## config.mk

```make
export PLATFORM = sky130hd
export DESIGN_NAME = score_digit_sequencer
export DESIGN_NICKNAME = d
export VERILOG_FILES = /design/src/rtl/score_digit_sequencer.sv
export SDC_FILE = /design/constraint.sdc
export NUM_CORES = 1
export LEC_CHECK = 0
export ABC_AREA = 1
export CORE_MARGIN = 8
export CORE_UTILIZATION = 40
export CTS_CLUSTER_SIZE = 16
export DETAILED_ROUTE_END_ITERATION = 7
export GPL_ROUTABILITY_DRIVEN = 0
export GPL_TIMING_DRIVEN = 0
export SLEW_MARGIN = 20
export SYNTH_ARGS = -nofsm -noshare
export SYNTH_HDL_FRONTEND = slang
export SYNTH_SLANG_ARGS = --single-unit
```

## constraint.sdc

```tcl
create_clock -name clk -period 3.45 [get_ports clk]
set_input_delay 0.345 -clock clk [delete_from_list [all_inputs] [get_ports clk]]
set_output_delay 0.345 -clock clk [all_outputs]
set_load 0.01 [all_outputs]
```

## src/rtl/score_digit_sequencer.sv

```systemverilog
// score_digit_sequencer: converts a latched 8-bit score to BCD and plays its decimal digits on one 7-segment display.
module score_digit_sequencer #(
  parameter int DIGIT_CYCLES = 500000,
  parameter int GAP_CYCLES   = 100000
) (
  input  logic       clk,
  input  logic       rst,
  input  logic       start,
  input  logic [7:0] score,
  input  logic       repeat_en,
  output logic       busy,
  output logic       done,
  output logic [6:0] seg,
  output logic       dp,
  output logic [1:0] digit_idx
);
  typedef enum logic [1:0] {IDLE, CONVERT, SHOW, GAP} state_t;
  state_t      state_q, state_d;
  logic [19:0] sr_q, sr_d, dab;
  logic [23:0] cnt_q, cnt_d;
  logic [1:0]  pos_q, pos_d, idx_q, idx_d;
  logic [6:0]  seg_q, seg_d;
  logic        busy_q, busy_d, done_q, done_d, dp_q, dp_d;
  logic [3:0]  digit;
  function automatic logic [3:0] adj(input logic [3:0] n);
    return n >= 4'd5 ? n + 4'd3 : n;
  endfunction
  function automatic logic [1:0] first_of(input logic [11:0] b);
    return b[11:8] != 4'd0 ? 2'd2 : b[7:4] != 4'd0 ? 2'd1 : 2'd0;
  endfunction
  function automatic logic [6:0] glyph(input logic [3:0] d);
    case (d)
      4'd0:    return 7'b1000000;
      4'd1:    return 7'b1111001;
      4'd2:    return 7'b0100100;
      4'd3:    return 7'b0110000;
      4'd4:    return 7'b0011001;
      4'd5:    return 7'b0010010;
      4'd6:    return 7'b0000010;
      4'd7:    return 7'b1111000;
      4'd8:    return 7'b0000000;
      4'd9:    return 7'b0010000;
      default: return 7'h7F;
    endcase
  endfunction
  // Display outputs are registered from the current state, so they trail the FSM by one cycle.
  always_comb begin
    dab     = {adj(sr_q[19:16]), adj(sr_q[15:12]), adj(sr_q[11:8]), sr_q[7:0]} << 1;
    digit   = pos_q == 2'd2 ? sr_q[19:16] : pos_q == 2'd1 ? sr_q[15:12] : sr_q[11:8];
    state_d = state_q;
    sr_d    = sr_q;
    cnt_d   = cnt_q + 24'd1;
    pos_d   = pos_q;
    done_d  = 1'b0;
    case (state_q)
      IDLE: begin
        cnt_d = '0;
        if (start) begin
          state_d = CONVERT;
          sr_d    = {12'd0, score};
        end
      end
      CONVERT: begin
        sr_d = dab;
        if (cnt_q == 24'd7) begin
          state_d = SHOW;
          pos_d   = first_of(dab[19:8]);
          cnt_d   = '0;
        end
      end
      SHOW: if (cnt_q == 24'(DIGIT_CYCLES - 1)) begin
        state_d = GAP;
        cnt_d   = '0;
      end
      GAP: if (cnt_q == 24'(GAP_CYCLES - 1)) begin
        cnt_d   = '0;
        state_d = pos_q != 2'd0 || repeat_en ? SHOW : IDLE;
        pos_d   = pos_q != 2'd0 ? pos_q - 2'd1 : first_of(sr_q[19:8]);
        done_d  = pos_q == 2'd0 && !repeat_en;
      end
      default: state_d = IDLE;
    endcase
    busy_d = state_d != IDLE;
    seg_d  = state_q == SHOW ? glyph(digit) : 7'h7F;
    idx_d  = state_q == SHOW ? pos_q : 2'd3;
    dp_d   = !(state_q == SHOW && pos_q == 2'd0);
  end
  always_ff @(posedge clk or posedge rst) begin
    if (rst) begin
      state_q <= IDLE;
      sr_q    <= '0;
      cnt_q   <= '0;
      pos_q   <= '0;
      busy_q  <= 1'b0;
      done_q  <= 1'b0;
      seg_q   <= 7'h7F;
      dp_q    <= 1'b1;
      idx_q   <= 2'd3;
    end else begin
      state_q <= state_d;
      sr_q    <= sr_d;
      cnt_q   <= cnt_d;
      pos_q   <= pos_d;
      busy_q  <= busy_d;
      done_q  <= done_d;
      seg_q   <= seg_d;
      dp_q    <= dp_d;
      idx_q   <= idx_d;
    end
  end
  assign busy      = busy_q;
  assign done      = done_q;
  assign seg       = seg_q;
  assign dp        = dp_q;
  assign digit_idx = idx_q;
endmodule

```

# After elaboration in Yosys (flattened, before gate mapping)
# Memories as Yosys holds them, arrays and structs flattened.
# Index checks and enable logic that the tools add are counted.
dict set report totals {
  register_bits 60
  mem_bits_ro 112
  inputBits 12
  out_inout_bits 12
  word_cells 75
  n_memories 1
}
# name words width rd rd_clocked_by_memory_dff wr line
set mem_list {}
lappend mem_list {{(no name shown)} 16 7 1 0 0 32} ;# case (d)
dict set report classes {
  n_addsub 5
  order_cmp 3
  n_eq_ne 11
  muxes 29
  reduce_logical 17
}
# cell n
set ops {}
lappend ops {{24-bit one-hot mux with 4 select lines} 1}
lappend ops {{24-bit two-way mux} 3}
lappend ops {{20-bit one-hot mux with 2 select lines} 1}
lappend ops {{24-bit by 1-bit adder with 24-bit output (second input constant)} 1}
lappend ops {{24-bit by 17-bit == test with 1-bit output (second input constant)} 1}
lappend ops {{24-bit by 19-bit == test with 1-bit output (second input constant)} 1}
lappend ops {{24-bit by 3-bit == test with 1-bit output (second input constant)} 1}
lappend ops {{2-bit two-way mux} 11}
lappend ops {{20-bit two-way mux} 1}
lappend ops {{4-bit two-way mux} 4}
lappend ops {{4-bit nonzero test} 4}
lappend ops {{4-bit by 3-bit greater-or-equal comparator with 1-bit output (second input constant)} 3}
lappend ops {{4-bit by 2-bit adder with 4-bit output (second input constant)} 2}
lappend ops {{2-bit one-hot mux with 4 select lines} 1}
lappend ops {{2-bit nonzero test} 4}
lappend ops {{7-bit two-way mux} 1}
lappend ops {{2-bit == test (second input constant)} 3}
lappend ops {{2-bit inequality test (second input constant)} 3}
lappend ops {{2-bit by 1-bit == test with 1-bit output (second input constant)} 2}
lappend ops {{2-bit zero test} 2}
lappend ops {{1-bit two-way mux} 4}
lappend ops {{2-bit one-hot mux with 2 select lines} 1}
lappend ops {{3-bit by 2-bit adder with 3-bit output (second input constant)} 1}
lappend ops {{3-bit two-way mux} 1}
lappend ops {{6 further kinds} 8}

# Depth between registers and ports, before layout
# Gate-level depths: netlist of run 1.
dict set report logic_depth {
  ltp_word 7
  depth_mapped 11
  ltp_nobuf 11
}

# Least setup slack after synthesis of run 1
# Ideal clock, no wire load.
dict set report synth_path {
  path_kind {register to register}
  startpoint {register pos_q[0]}
  endpoint {register seg_q[6], in the netlist seg[6]}
  arrival_time_ns 1.613
  required_ns 3.356
  path_slack_ns 1.743
  path_stages_with_launch 9
  path_cell_list {dfrtp_1 inv_1 nand2_1 a31oi_1 inv_1 ha_1 nand3b_1 nand3_1 nand3_1}
}
dict set report synth_via {
  elab_chain_cells 5
}
# item line
set synth_lines {}
lappend synth_lines {{from (decl)} 21} ;# logic [1:0] pos_q, pos_d, idx_q, idx_d;
lappend synth_lines {{from (signal assigned)} 103} ;# pos_q <= pos_d;
lappend synth_lines {{2-bit by 1-bit == test with 1-bit output} 49} ;# digit = pos_q == 2'd2 ? sr_q[19:16] : pos_q == 2'd1 ? sr_q[15:12] : sr_q[11:8];
lappend synth_lines {{4-bit two-way mux} 49}
lappend synth_lines {{4-bit two-way mux (*)} 49}
lappend synth_lines {{memory 16 x 7 bit (*)} -}
lappend synth_lines {{7-bit two-way mux (*)} 84} ;# seg_d = state_q == SHOW ? glyph(digit) : 7'h7F;
lappend synth_lines {{via seg_d[6]} 22} ;# logic [6:0] seg_q, seg_d;
lappend synth_lines {{to (signal assigned)} 106} ;# seg_q <= seg_d;
lappend synth_lines {{to (decl)} 22}
# Mark *: on every way through the listed nets, which the timed path passes. The rest lies on a longest branch.
# A chain may end at the register's enable or synchronous reset.

# Worst setup path after layout of run 1
dict set report layout_path {
  startpoint {register pos_q[0]}
  endpoint {register seg_q[5], in the netlist seg[5]}
}
# Same word-level chain as after synthesis.

==> summary.txt, run 1 <==
CTS
  – Hold buffers post-CTS: 0
  – CTS sink count: 60
  – CTS Root Cell: clkbuf_8
  – CTS tree: built
  – Post-cts sizing count: 0
  – Skew-Pair Late Insertion Delay: 350 ps
  – Clock Path Buffers: 2
  – Worst-path clk slew: 80 ps
  – Post-CTS Setup Bufs: 0
  – H-tree depth: 3
  – TritonCTS Buffers: 9

Logic synthesis
  – Yosys top cell area share: 33.3%
  – Syn_area_per_cell: 7.26 sq um
  – Synth unique cells: 35
  – Area leader, netlist: dfrtp_1
  – Seq/Total Area, Yosys: 40.3%
  – Post-synthesis cell count: 518
  – Yosys warnings: 0
  – Synthesized cell area: 3760 sq um
  – FF+latch count, synth: 60
  – Mapped Nets: 544
  – Largest cells by area after synthesis: dfrtp_1, nand2_1, nor2_1, dfstp_2, nand3_1

Worst setup path
  – Element type at the critical path end: flop
  – Arrival time worst endpoint: 2280 ps
  – Critical path fanouts, max: 8
  – Setup crit start: pos_q[0]$_DFFE_PP0P_
  – Path type of the worst setup path: reg -> reg
  – RR Startpoint: pos_q[0]$_DFFE_PP0P_
  – FF-to-FF path depth: 8
  – CP Cell Sequence: inv_1, nand2_1, a31oi_1, inv_1, ha_1, nand3b_1, nand3_1, nand3_1
  – Critical Path Max Stage Delay: 430 ps
  – Crit path required time: 3710 ps
  – CP startpoint kind: flop
  – R2r setup slk: 1430 ps
  – Critical-path top delay cell: a31oi_1

Floorplanning
  – Row cnt: 35
  – Die Y: 113 um
  – Die Footprint: 12800 sq um
  – Core Area: 9200 sq um
  – Initial Util: 40.9%
  – X dimension of the die: 113 um
  – Io pins: 24

Placed design
  – I/O Buffers: 23
  – DP Wirelength: 6940 um

Power
  – Static Leak: 2.08 nW
  – Pwr dens: 561 nW/um^2
  – Pwr Total: 2.45 mW
  – Maximum vdd ir drop: 0.228 mV

Finish
  – Area grow syn2layout: 16.0%
  – Filler cells: 955
  – Most frequent cells in the layout: nand2_1, nor2_1, inv_1
  – # diodes: 0
  – Layout cells sized above 1: 10.0%
  – Final Net Count: 579
  – Commonest non-fill, non-tap cell in the layout: nand2_1

Detailed routing
  – Post-DRT Antenna Nets: 0
  – First-pass DRT Iterations: 5
  – Drt total wl: 9150 um
  – Initial DRC Count: 206
  – Vias: 3433
  – DR WL/cell: 13.7 um
  – Number of remaining DRC errors: 0
  – Vias per cell: 5.13

STA
  – Layout Skew: 12.9 ps
  – TNS Setup: 0 ps
  – Relative slew slack: 63.0%
  – Min cycle time layout: 2020 ps
  – RSZ-0062 raised after global routing: no
  – Tcrit/Tclk final: 58.4%
  – Final setup fails: 0
  – Final hold viol count: 0
  – Fmax: 0.496 GHz
  – Worst-margin pin slew: 554 ps
  – Final slew viol count: 0

Run
  – Max-cap violations: 0

GRT
  – Total grt overflow: 0
  – Vias in the first global route: 3370
  – Gr usage total: 15.3%
  – Initial antenna violation count: 0
  – Pin count of the biggest net entering global routing: 47
  – First-pass GRT wire length: 15900 um

Worst hold path
  – Hold Path Class: in -> async

Status
  – Status: finished clean
==> registers in the layout, summed over array words and instances (netlist names) <==
name,flops
cnt_q,24
sr_q,20
seg,7
digit_idx,2
pos_q,2
state_q,2
busy,1
done,1
dp,1
==> cell type report <==
type	count	area (sq um)	area share, %
Buffer	7	37.5	0.860
Clock buffer	12	155	3.56
Clock inverter	4	48.8	1.12
Inverter	67	254	5.82
Multi-Input combinational cell	384	1960	44.9
Sequential cell	60	1510	34.7
Tap cell	111	139	3.18
Timing Repair Buffer	24	258	5.91
==> where the power goes <==
part           internal [mW]  total, mW  switching (mW)
logic                  0.343      0.883           0.540
registers              0.850      0.909          0.0591
clock network          0.372      0.657           0.285
total                   1.56       2.45           0.884
==> through the flow <==
step / area (sq um) / cells / worst slack (ps) / utilization (%) / hold slack, ps
2_1_floorplan: 3760 / 518 / 1640 / - / 430
3_3_place_gp: 4130 / 652 / 453 / 44.9 / 445
3_5_place_dp: 4160 / 653 / 1450 / 45.2 / 458
4_1_cts: 4360 / 669 / 1430 / 47.5 / 269
5_1_grt: 4360 / 669 / 1110 / 47.5 / 281
6_report: 4360 / 669 / 1430 / 47.5 / 271
==> final timing paths <==
check	to
setup / recovery	seg[5]$_DFF_PP1_
hold / removal	cnt_q[21]$_DFF_PP0_
setup reg to reg	seg[5]$_DFF_PP1_
hold reg to reg	cnt_q[0]$_DFF_PP0_
max in group asynchronous	seg[4]$_DFF_PP1_
min in group clk	cnt_q[0]$_DFF_PP0_
==> kinds of logic (layout without fill, tap and decap cells) <==
kind of cell / after synthesis / in the layout / share of synthesized area, %
compound gates: 49 / 49 / 7.75
flops: 60 / 60 / 40.3
buf+inv: 74 / 114 / 7.68
simple gates: 310 / 310 / 37.1
xor+xnor: 11 / 11 / 2.56
fa+ha+maj: 14 / 14 / 4.66
==> cells in the mapped netlist (all sizes together) <==
master / instances
xnor2: 1
clkinv: 1
nand3: 51
a31oi: 1
buf: 4
a31o: 1
nand2: 140
a32o: 1
a21boi: 1
dfrtp: 50
o21a: 1
a21oi: 6
nor3: 11
ha: 14
nand4: 20
o21ai: 22
xor2: 10
dfstp: 10
inv: 66
nand3b: 2
o21bai: 2
nor2: 86
clkbuf: 3
o22ai: 10
a22oi: 4
==> worst max-delay path, delay by kind of cell, from the launching register on <==
family	cells	cell delay (ps)
AOI/OAI and AO/OA	1	430
buffers and inverters	2	310
adders and majority gates	1	230
and+or+nand+nor	4	540
DFF	1	420
==> per-layer routing <==
metal  GRT usage [%]  wire (um)  vias up
li1                -          -     1747
met3            3.30        464       15
met4            7.73        172        0
met5               0          0        -
met2            23.3       3950       80
met1            20.1       4560     1591
Note: power is estimated with default switching activity, not from simulation.
==> run 2, diff against run 1 <==
Clock period 3.45 ns to 1.8 ns, I/O delays scaled along.
==> run 2 against run 1 <==
Via count is 2.9% higher. Highest routed layer unchanged. Largest cell class unchanged. Critical path type unchanged. Largest power group is now combinational cells. Critical path depth is 3 higher. Power is 96% higher.
==> summary.txt, run 2 (same netlist as run 1, synthesis figures left out) <==
Detailed routing
  – First-pass DRT Iterations: 5
  – Initial DRC Count: 244
  – Vias: 3533
  – DR WL/cell: 13.8 um
  – Vias per cell: 5.13
  – Drt total wl: 9490 um
  – Post-DRT Antenna Nets: 0
  – Number of remaining DRC errors: 0

STA
  – Layout Skew: 13.2 ps
  – Final hold viol count: 0
  – Setup ws final: 109 ps
  – Relative slew slack: 62.7%
  – Min cycle time layout: 1690 ps
  – Tcrit/Tclk final: 93.9%
  – Fmax: 0.591 GHz
  – TNS Setup: 0 ps
  – Final setup fails: 0
  – Worst-margin pin slew: 557 ps
  – Final slew viol count: 0

Placed design
  – I/O Buffers: 23
  – DP Wirelength: 6940 um
  – Pre-CTS setup slack: -197 ps
  – DP Cell Count: 653

CTS
  – Clock Path Buffers: 2
  – Hold buffers post-CTS: 0
  – Worst-path clk slew: 70 ps
  – CTS tree: built
  – H-tree depth: 3
  – TritonCTS Buffers: 9
  – CTS Root Cell: clkbuf_8
  – CTS sink count: 60
  – Skew-Pair Late Insertion Delay: 350 ps

Worst hold path
  – Hold Path Class: in -> async

Worst setup path
  – FF-to-FF path depth: 11
  – Element type at the critical path end: flop
  – Arrival time worst endpoint: 1930 ps
  – Worst flop-to-flop path endpoint: cnt_q[7]$_DFF_PP0_
  – Crit path required time: 2040 ps
  – RR Startpoint: cnt_q[0]$_DFF_PP0_
  – Path type of the worst setup path: reg -> reg
  – CP startpoint kind: flop
  – R2r setup slk: 110 ps
  – Critical path fanouts, max: 6

GRT
  – First-pass GRT wire length: 16000 um
  – Initial antenna violation count: 0
  – Total grt overflow: 0
  – Gr usage total: 15.4%
  – Vias in the first global route: 3400
  – Pin count of the biggest net entering global routing: 47

Finish
  – # diodes: 0
  – Commonest non-fill, non-tap cell in the layout: nand2_1
  – Layout cells sized above 1: 17.6%
  – Final Net Count: 599
  – Filler cells: 928
  – Core Util, Final: 50.3%
  – Layout Cells excl Fill: 689
  – Largest Register: cnt_q
  – Max FFs per register: 24
  – Area grow syn2layout: 23.0%
  – Most frequent cells in the layout: nand2_1, nor2_1, inv_1

Power
  – Gate power share: 37.5%
  – Clock power frac: 26.2%
  – Int Pwr: 3.07 mW
  – Pwr dens: 1040 nW/um^2
  – Pwr Total: 4.81 mW
  – Psw: 1.74 mW
  – Sw Ratio: 36.2%
  – Maximum vdd ir drop: 0.446 mV
  – Seq pwr share: 36.3%
  – Static Leak: 2.20 nW

Run
  – Max-cap violations: 0

Status
  – Status: finished clean

Floorplanning
  – Io pins: 24
  – Initial Util: 40.9%
  – Die Footprint: 12800 sq um
  – Row cnt: 35
  – Core Area: 9200 sq um
  – X dimension of the die: 113 um
  – Die Y: 113 um
## run 2: changes by cell type in the layout (fill, tap and decap cells not counted), sizes merged
cell / delta
buf: +20
## run 2: worst max path at each step
stage	start	endpoint	slack [ps]	depth (start not counted)
after CTS	cnt_q[0]$_DFF_PP0_	cnt_q[12]$_DFF_PP0_	3	11
final	cnt_q[0]$_DFF_PP0_	cnt_q[7]$_DFF_PP0_	110	11
after detailed placement	pos_q[0]$_DFFE_PP0P_	seg[5]$_DFF_PP1_	-200	8
after global placement	rst	cnt_q[0]$_DFF_PP0_	-1030	2
after floorplan	pos_q[0]$_DFFE_PP0P_	seg[6]$_DFF_PP1_	90	8
after global routing	pos_q[1]$_DFFE_PP0P_	seg[5]$_DFF_PP1_	-30	9
## run 2: through the flow
step                hold WS, ps  cell area, sq um
floorplan                   316              3760
global placement            445              4130
detailed placement          458              4160
CTS                         104              4420
global route                116              4630
finish                      103              4630
## run 2: final cells by class
class                           count  area [sq um]  area share (%)
Multi-Input combinational cell    384          2050            44.4
Sequential cell                    60          1520            32.8
Timing Repair Buffer               44           415            8.98
Inverter                           67           259            5.60
Clock buffer                       12           155            3.35
Tap cell                          111           139            3.00
Clock inverter                      4          48.8            1.05
Buffer                              7          37.5           0.811
## run 2: critical path, stage by stage (launching register included)
cell     delay (ps)
dfrtp_1         410
ha_4            170
nand2_4          80
inv_2            70
nand2_1          80
nor2_2          160
nand3_2         100
nand2_2         100
nand3_4         130
inv_4           110
buf_6           120
nor2_1           40
## run 2: power groups by stage
stage                     Combinational [mW]  Clock (mW)  Sequential [mW]
final                                   1.80        1.26             1.75
after global routing                    2.06        1.34             1.77
after CTS                               1.73        1.31             1.74
after detailed placement                1.68           0             1.77
after global placement                  1.63           0             1.77
after floorplan                         1.14           0             1.80
## run 2: timing repair
item,4_1_cts,5_1_grt
setup buffers,3,16
pin swaps,1,6
gates resized for setup,6,35
endpoints found under the setup margin,25,30
cloned,0,1
## run 2: per-layer routing
metal | global-route usage (%) | wire (um)
met1 | 20.2 | 4610
met2 | 23.5 | 4180
met3 | 3.30 | 525
met4 | 7.73 | 178
met5 | 0 | 0
